`config.mk`:
```
export PLATFORM = sky130hd
export DESIGN_NAME = exec_sequencer
export DESIGN_NICKNAME = d
export VERILOG_FILES = /design/src/rtl/exec_sequencer.sv
export SDC_FILE = /design/constraint.sdc
export NUM_CORES = 1
export LEC_CHECK = 0
export CAP_MARGIN = 10
export CORE_MARGIN = 10
export CORE_UTILIZATION = 51
export DETAILED_ROUTE_END_ITERATION = 6
export GPL_TIMING_DRIVEN = 1
export HOLD_SLACK_MARGIN = 0.03
export PLACE_DENSITY = 0.81
export SLEW_MARGIN = 5
export SYNTH_ARGS = -nofsm -noshare
export SYNTH_HDL_FRONTEND = slang
export SYNTH_SLANG_ARGS = --single-unit
```
`constraint.sdc`:
```
create_clock -name clk -period 3.7 [get_ports clk]
set_input_delay 1.11 -clock clk [delete_from_list [all_inputs] [get_ports clk]]
set_output_delay 1.11 -clock clk [all_outputs]
set_load 0.02 [all_outputs]
```
`src/rtl/exec_sequencer.sv`:
```
// exec_sequencer: four-state (IDLE/DECODE/EXEC/WRITE) sequencer for RV32 R-type
// ALU instructions. Accepts one instruction per handshake, decodes register
// indices and the ALU select, holds them through one execute cycle, then issues
// a one-cycle register-file write strobe and retire pulse.
//
// Ports:
//   clk, reset          single clock, synchronous active-high reset
//   instr_valid/instr   instruction offer (RV32 word)
//   instr_ready         high only in IDLE while reset is low
//   rs1, rs2, rd        register indices to the execute stage
//   alu_control         ALU operation select
//   write_en            register file write strobe (WRITE, rd != 0)
//   zero_flag/zero_out  ALU zero flag in, captured value of last retire out
//   done, illegal       one-cycle retire / illegal-instruction pulses
//   retired_count       wrapping retired-instruction counter
module exec_sequencer #(
  parameter int unsigned CNT_W = 16
) (
  input  logic             clk,
  input  logic             reset,
  input  logic             instr_valid,
  input  logic [31:0]      instr,
  output logic             instr_ready,
  output logic [4:0]       rs1,
  output logic [4:0]       rs2,
  output logic [4:0]       rd,
  output logic [3:0]       alu_control,
  output logic             write_en,
  input  logic             zero_flag,
  output logic             zero_out,
  output logic             done,
  output logic             illegal,
  output logic [CNT_W-1:0] retired_count
);

  typedef enum logic [1:0] {IDLE, DECODE, EXEC, WRITE} state_t;

  localparam logic [6:0] OP_RTYPE  = 7'b0110011;
  localparam logic [6:0] F7_BASE   = 7'b0000000;
  localparam logic [6:0] F7_ALT    = 7'b0100000;

  localparam logic [3:0] ALU_ADD  = 4'b0000;
  localparam logic [3:0] ALU_SUB  = 4'b0001;
  localparam logic [3:0] ALU_AND  = 4'b0010;
  localparam logic [3:0] ALU_OR   = 4'b0011;
  localparam logic [3:0] ALU_XOR  = 4'b0100;
  localparam logic [3:0] ALU_SLL  = 4'b0101;
  localparam logic [3:0] ALU_SRL  = 4'b0110;
  localparam logic [3:0] ALU_SRA  = 4'b0111;
  localparam logic [3:0] ALU_SLT  = 4'b1000;
  localparam logic [3:0] ALU_SLTU = 4'b1001;

  state_t             state, state_nxt;
  logic [31:0]        instr_q, instr_q_nxt;
  logic [4:0]         rs1_nxt, rs2_nxt, rd_nxt;
  logic [3:0]         alu_control_nxt;
  logic               write_en_nxt, zero_out_nxt, done_nxt, illegal_nxt;
  logic [CNT_W-1:0]   retired_count_nxt;

  logic [6:0]         opcode_c, funct7_c;
  logic [2:0]         funct3_c;
  logic               legal_c;
  logic [3:0]         alu_dec_c;

  assign opcode_c = instr_q[6:0];
  assign funct3_c = instr_q[14:12];
  assign funct7_c = instr_q[31:25];

  // Combinational decode of the latched instruction word
  always_comb begin
    legal_c   = 1'b0;
    alu_dec_c = ALU_ADD;
    if (opcode_c == OP_RTYPE) begin
      if (funct7_c == F7_BASE)
        legal_c = 1'b1;
      else if (funct7_c == F7_ALT && (funct3_c == 3'b000 || funct3_c == 3'b101))
        legal_c = 1'b1;
    end
    unique case (funct3_c)
      3'b000:  alu_dec_c = funct7_c[5] ? ALU_SUB : ALU_ADD;
      3'b001:  alu_dec_c = ALU_SLL;
      3'b010:  alu_dec_c = ALU_SLT;
      3'b011:  alu_dec_c = ALU_SLTU;
      3'b100:  alu_dec_c = ALU_XOR;
      3'b101:  alu_dec_c = funct7_c[5] ? ALU_SRA : ALU_SRL;
      3'b110:  alu_dec_c = ALU_OR;
      default: alu_dec_c = ALU_AND;
    endcase
  end

  // Ready is combinational so it drops in the same cycle reset rises
  assign instr_ready = (state == IDLE) && !reset;

  // Next-state and next-output logic
  always_comb begin
    state_nxt         = state;
    instr_q_nxt       = instr_q;
    rs1_nxt           = rs1;
    rs2_nxt           = rs2;
    rd_nxt            = rd;
    alu_control_nxt   = alu_control;
    zero_out_nxt      = zero_out;
    retired_count_nxt = retired_count;
    write_en_nxt      = 1'b0;
    done_nxt          = 1'b0;
    illegal_nxt       = 1'b0;

    unique case (state)
      IDLE: begin
        if (instr_valid) begin
          instr_q_nxt = instr;
          state_nxt   = DECODE;
        end
      end
      DECODE: begin
        rs1_nxt         = instr_q[19:15];
        rs2_nxt         = instr_q[24:20];
        rd_nxt          = instr_q[11:7];
        alu_control_nxt = alu_dec_c;
        if (legal_c) begin
          state_nxt = EXEC;
        end else begin
          illegal_nxt = 1'b1;
          state_nxt   = IDLE;
        end
      end
      EXEC: begin
        zero_out_nxt = zero_flag;
        write_en_nxt = (rd != 5'd0);
        done_nxt     = 1'b1;
        state_nxt    = WRITE;
      end
      default: begin
        retired_count_nxt = retired_count + CNT_W'(1);
        state_nxt         = IDLE;
      end
    endcase
  end

  // State and output registers
  always_ff @(posedge clk) begin
    if (reset) begin
      state         <= IDLE;
      instr_q       <= 32'd0;
      rs1           <= 5'd0;
      rs2           <= 5'd0;
      rd            <= 5'd0;
      alu_control   <= 4'd0;
      write_en      <= 1'b0;
      zero_out      <= 1'b0;
      done          <= 1'b0;
      illegal       <= 1'b0;
      retired_count <= '0;
    end else begin
      state         <= state_nxt;
      instr_q       <= instr_q_nxt;
      rs1           <= rs1_nxt;
      rs2           <= rs2_nxt;
      rd            <= rd_nxt;
      alu_control   <= alu_control_nxt;
      write_en      <= write_en_nxt;
      zero_out      <= zero_out_nxt;
      done          <= done_nxt;
      illegal       <= illegal_nxt;
      retired_count <= retired_count_nxt;
    end
  end

endmodule

```
# Word level (Yosys, flattened, before mapping)
# Cells that the tools add are included.
[op_classes]
addsub = 1
eq_ne = 11
muxes = 11
n_bitwise = 2
reduce_logical = 12
[ops]
columns = ["cell", "n"]
rows = [
  ["4-bit one-hot mux with 7 select lines", 1],
  ["16-bit by 1-bit adder with 16-bit output (second input constant)", 1],
  ["7-bit by 6-bit equality test with 1-bit output (second input constant)", 2],
  ["3-bit equality test (second input constant)", 3],
  ["7-bit zero test", 1],
  ["1-bit two-way mux", 7],
  ["3-bit by 2-bit equality test with 1-bit output (second input constant)", 2],
  ["2-bit one-hot mux with 3 select lines", 1],
  ["5-bit nonzero test", 1],
  ["2-bit two-way mux", 2],
  ["2-bit OR reduction", 2],
  ["3-bit by 1-bit equality test with 1-bit output (second input constant)", 1],
  ["3-bit zero test", 1],
  ["3-bit OR reduction", 1],
  ["2-bit by 1-bit equality test with 1-bit output (second input constant)", 1],
  ["2-bit equality test (second input constant)", 1],
  ["1-bit logical AND", 2],
  ["2-bit zero test", 1],
  ["2-bit != test (second input constant)", 1],
  ["1-bit inverter", 2],
  ["2-bit AND reduction", 1],
  ["1-bit zero test", 1],
  ["1-bit logical OR", 1],
]
[totals]
reg_bits = 73
inputBits = 36
out_inout_bits = 40
elab_cells = 48

# Depth between registers and ports, before layout
# Gate-level depths: netlist of run 1.
[logic_depth]
depth_word = 8
depth_mapped = 7

# Worst setup path before layout of run 1
# Ideal clock, no wire load.
[synth_timing]
kind = "input -> output"
from = "in reset"
to = "out instr_ready"
arrival_ns = 1.944
t_required_ns = 2.590
setup_slack_ns = 0.646
cell_stages = 3
cell_sequence = "clkbuf_1 clkbuf_1 nor3_1"
[synth_between]
elab_chain_len = 2
[synth_rtl]
columns = ["item", "line", "text"]
rows = [
  ["start: declaration", "20", "input logic reset,"],
  ["1-bit zero test", "92", "assign instr_ready = (state == IDLE) && !reset;"],
  ["1-bit logical AND", "92", ""],
  ["end: declaration", "23", "output logic instr_ready,"],
]
# No other way between the ends.

# Worst setup path in the final report of run 1
# Ends and elaborated chain as after synthesis.

==> out/metrics.cfg, run 1 <==
[detailed_routing]
drt_pass1_iterations=4
via_count=2502
drc=0
routed.top_layer=met4
dr_wl_met3_um=497
routed_wirelength_mm=7.17
drt-vias-per-instance=5.18
routedWlPerCell_um=14.8
wl_met1_mm=2.95
wl_met2_mm=3.58
ant_nets=0
drt_iter0_markers=89

[setup_path]
cp.arrival_ns=2.09
path_depth=3
crit_end=instr_ready
crit_path_max_fanout=2
crit_slowest_cell=clkdlybuf4s50_1
path_cells=buf_2 -> nor3_1 -> clkdlybuf4s50_1
reg2reg_from=state[0]
cp-start-kind=input pin
crit_path_end_kind=primary output
crit_start=reset
path_buf_inv=2
r2r_slack_ns=1.87
reg2reg_to=instr_q[11]
cp_data_required_time_ns=2.59
slowest_delay_ns=0.66
worstRegToRegCells=4
path_class=in2out
critical_path.top_delay_family=buffers and inverters

[yosys]
ys_types=43
ys_async_sr_fraction_pct=0
syn_avg_cell_area_um2=8.21
synth-main-ff-cell=dfxtp_1
ys_seq_elements=73
yosys.area.top_type=dfxtp_1
synth_warnings=0
synth-edff-count=0
synth_fp_nets=378
netlist_area_um2=2800
synth_area_leaders=dfxtp_1, nand2_1, a21oi_1, nor2_1, clkbuf_1
yosysSeqAreaShare_pct=52.2
netlist_instances=341
synth_top_area_share_pct=52.2

[pwr]
vdd_ir_drop_max_mv=0.355
leakage_nw=1.40
p_total_mw=1.85
p_per_area_nw_per_um2=481

[hold_path]
hold_class=reg2reg

[clocking]
cts_buffers=9
cts_setup_buffers=0
clock-sinks=73
cts_hold_buf=0
h-tree-depth=3
clkTransAtPathRegs_ns=0.08
tritoncts=built
clock_latency_ns=0.34
clock_path_buffers=2
cts_resized=0
root_buffer=clkbuf_8

[placement]
numPortBuffers=75
dpl.hpwl_mm=4.87
placed_area_um2=3550
place_congestion=0.794
dp_cells=467

[grt]
grt_pass1_wl_mm=11.4
grt_pass1_vias=2482
antenna_found_initial=0
grt_max_degree=72
grtUsageTotal_pct=16.1
overflow=0

[sta]
finalHoldWorstSlack_ns=0.452
min_period_over_period_pct=86.4
hold_viol_final=0
slew_violations=0
final-setup-viol-count=0
max_freq_mhz=313
period_needed_ns=3.20
maxSlewHeadroom_pct=30.1
setup_tns_ns=0
rsz0062_at_grt=false
clock_skew_ns=0.00892
tightest_slew_ns=1.05

[final_layout]
drive_above_1_share_pct=6.54
area.growth.synth_to_final_pct=37.4
finalNonFillerCells=483
insertedDiodeCount=0
fin_nets=445
num-fill-cells=430
finalInstanceArea_um2=3850

[floorplanning]
die_height_um=94.1
core_area_um2=5200
initial_core_util_pct=53.8
ios=76
dieWidth_um=94.1
rows=26
die-area_um2=8850

[outcome]
status=finished clean

[flow_run]
drv_cap=0

worst min path at each step:
stage	from	endpoint	cells past startpoint
2_1_floorplan	instr_q[29]	instr_q[29]	2
3_3_place_gp	instr_q[17]	rs1[2]	2
6_report	instr_q[22]	rs2[2]	2
3_5_place_dp	instr_q[24]	rs2[4]	2
5_1_grt	instr_q[7]	rd[0]	2
4_1_cts	instr_q[22]	rs2[2]	2
synthesized netlist by cell type, types with 2 or more instances:
| master | n |
|---|---|
| nand2_1 | 101 |
| dfxtp_1 | 73 |
| a21oi_1 | 55 |
| nor2_1 | 19 |
| clkbuf_1 | 14 |
| nor3_1 | 7 |
| nand3_1 | 6 |
| xnor2_1 | 6 |
| xor2_1 | 5 |
| and2_1 | 4 |
| buf_2 | 4 |
| inv_1 | 4 |
| nand4_1 | 4 |
| nor2b_1 | 4 |
| a31o_2 | 2 |
| and3_1 | 2 |
| nand2b_1 | 2 |
| nor4_1 | 2 |
| o21ai_0 | 2 |
| or4_1 | 2 |
cell type report:
| class | instances | area, µm² | area share, % |
|---|---|---|---|
| clock buffers | 11 | 141 | 3.68 |
| inverters | 4 | 15.0 | 0.390 |
| flip-flops and latches | 73 | 1460 | 38.0 |
| clock inverters | 5 | 150 | 3.90 |
| repair buffers | 78 | 768 | 20.0 |
| well taps | 70 | 87.6 | 2.28 |
| multi-input cells | 242 | 1220 | 31.8 |
kinds of logic (layout without fill, tap and decap cells):
family	count (synthesis)	in the layout	synth area share (%)
simple gates	165	165	27.1
flops	73	73	52.2
compound gates	64	64	12.3
buf+inv	26	98	4.11
xor+xnor	11	11	3.44
fa+ha+maj	1	1	0.447
mux	1	1	0.358
cells in the final DEF, fill, tap and decap left out, types with 3 or more instances in the layout:
| cell type | instances |
|---|---|
| a21oi_1 | 55 |
| and2_1 | 4 |
| buf_4 | 3 |
| bufinv_16 | 5 |
| clkbuf_8 | 10 |
| clkdlybuf4s50_1 | 74 |
| dfxtp_1 | 73 |
| inv_1 | 4 |
| nand2_1 | 101 |
| nand3_1 | 6 |
| nand4_1 | 4 |
| nor2_1 | 19 |
| nor2b_1 | 4 |
| nor3_1 | 7 |
| xnor2_1 | 6 |
| xor2_1 | 5 |
sequential cells by signal, indices dropped and copies added (netlist names), 2 cells and up:
register and count:
retired_count 16, rs2 5, alu_control 4, rs1 5, rd 5, instr_q 32
state 2
report_power, final:
part           leakage (nW)  internal, mW  switching (mW)
sequential            0.594         0.811          0.0166
combinational         0.658        0.0646          0.0694
clock                 0.144         0.603           0.286
total                  1.40          1.48           0.372
routing by layer:
layer	vias to the layer above	GRT usage, %
li1	1265	-
met1	1154	16.9
met2	69	27.2
met3	14	5.44
met4	0	9.75
met5	-	0
through the flow:
| stage | setup slack, ns | utilization [%] |
|---|---|---|
| global placement | 0.481 | 68.3 |
| CTS | 0.490 | 73.9 |
| global route | 0.481 | 73.9 |
| floorplan | 0.646 | - |
| finish | 0.502 | 73.9 |
| detailed placement | 0.490 | 68.3 |
worst min-delay path: stages (launching register included):
cell	delay, ns
dfxtp_1	0.31
nand2_1	0.05
a21oi_1	0.05
Power figures use the tool's default switching activity.
==> run 2, diff against run 1 <==
Settings changed: TNS_END_PERCENT set to 10.
==> results of run 2 <==
The final DEF is identical to that of run 1; final timing and power are the same.
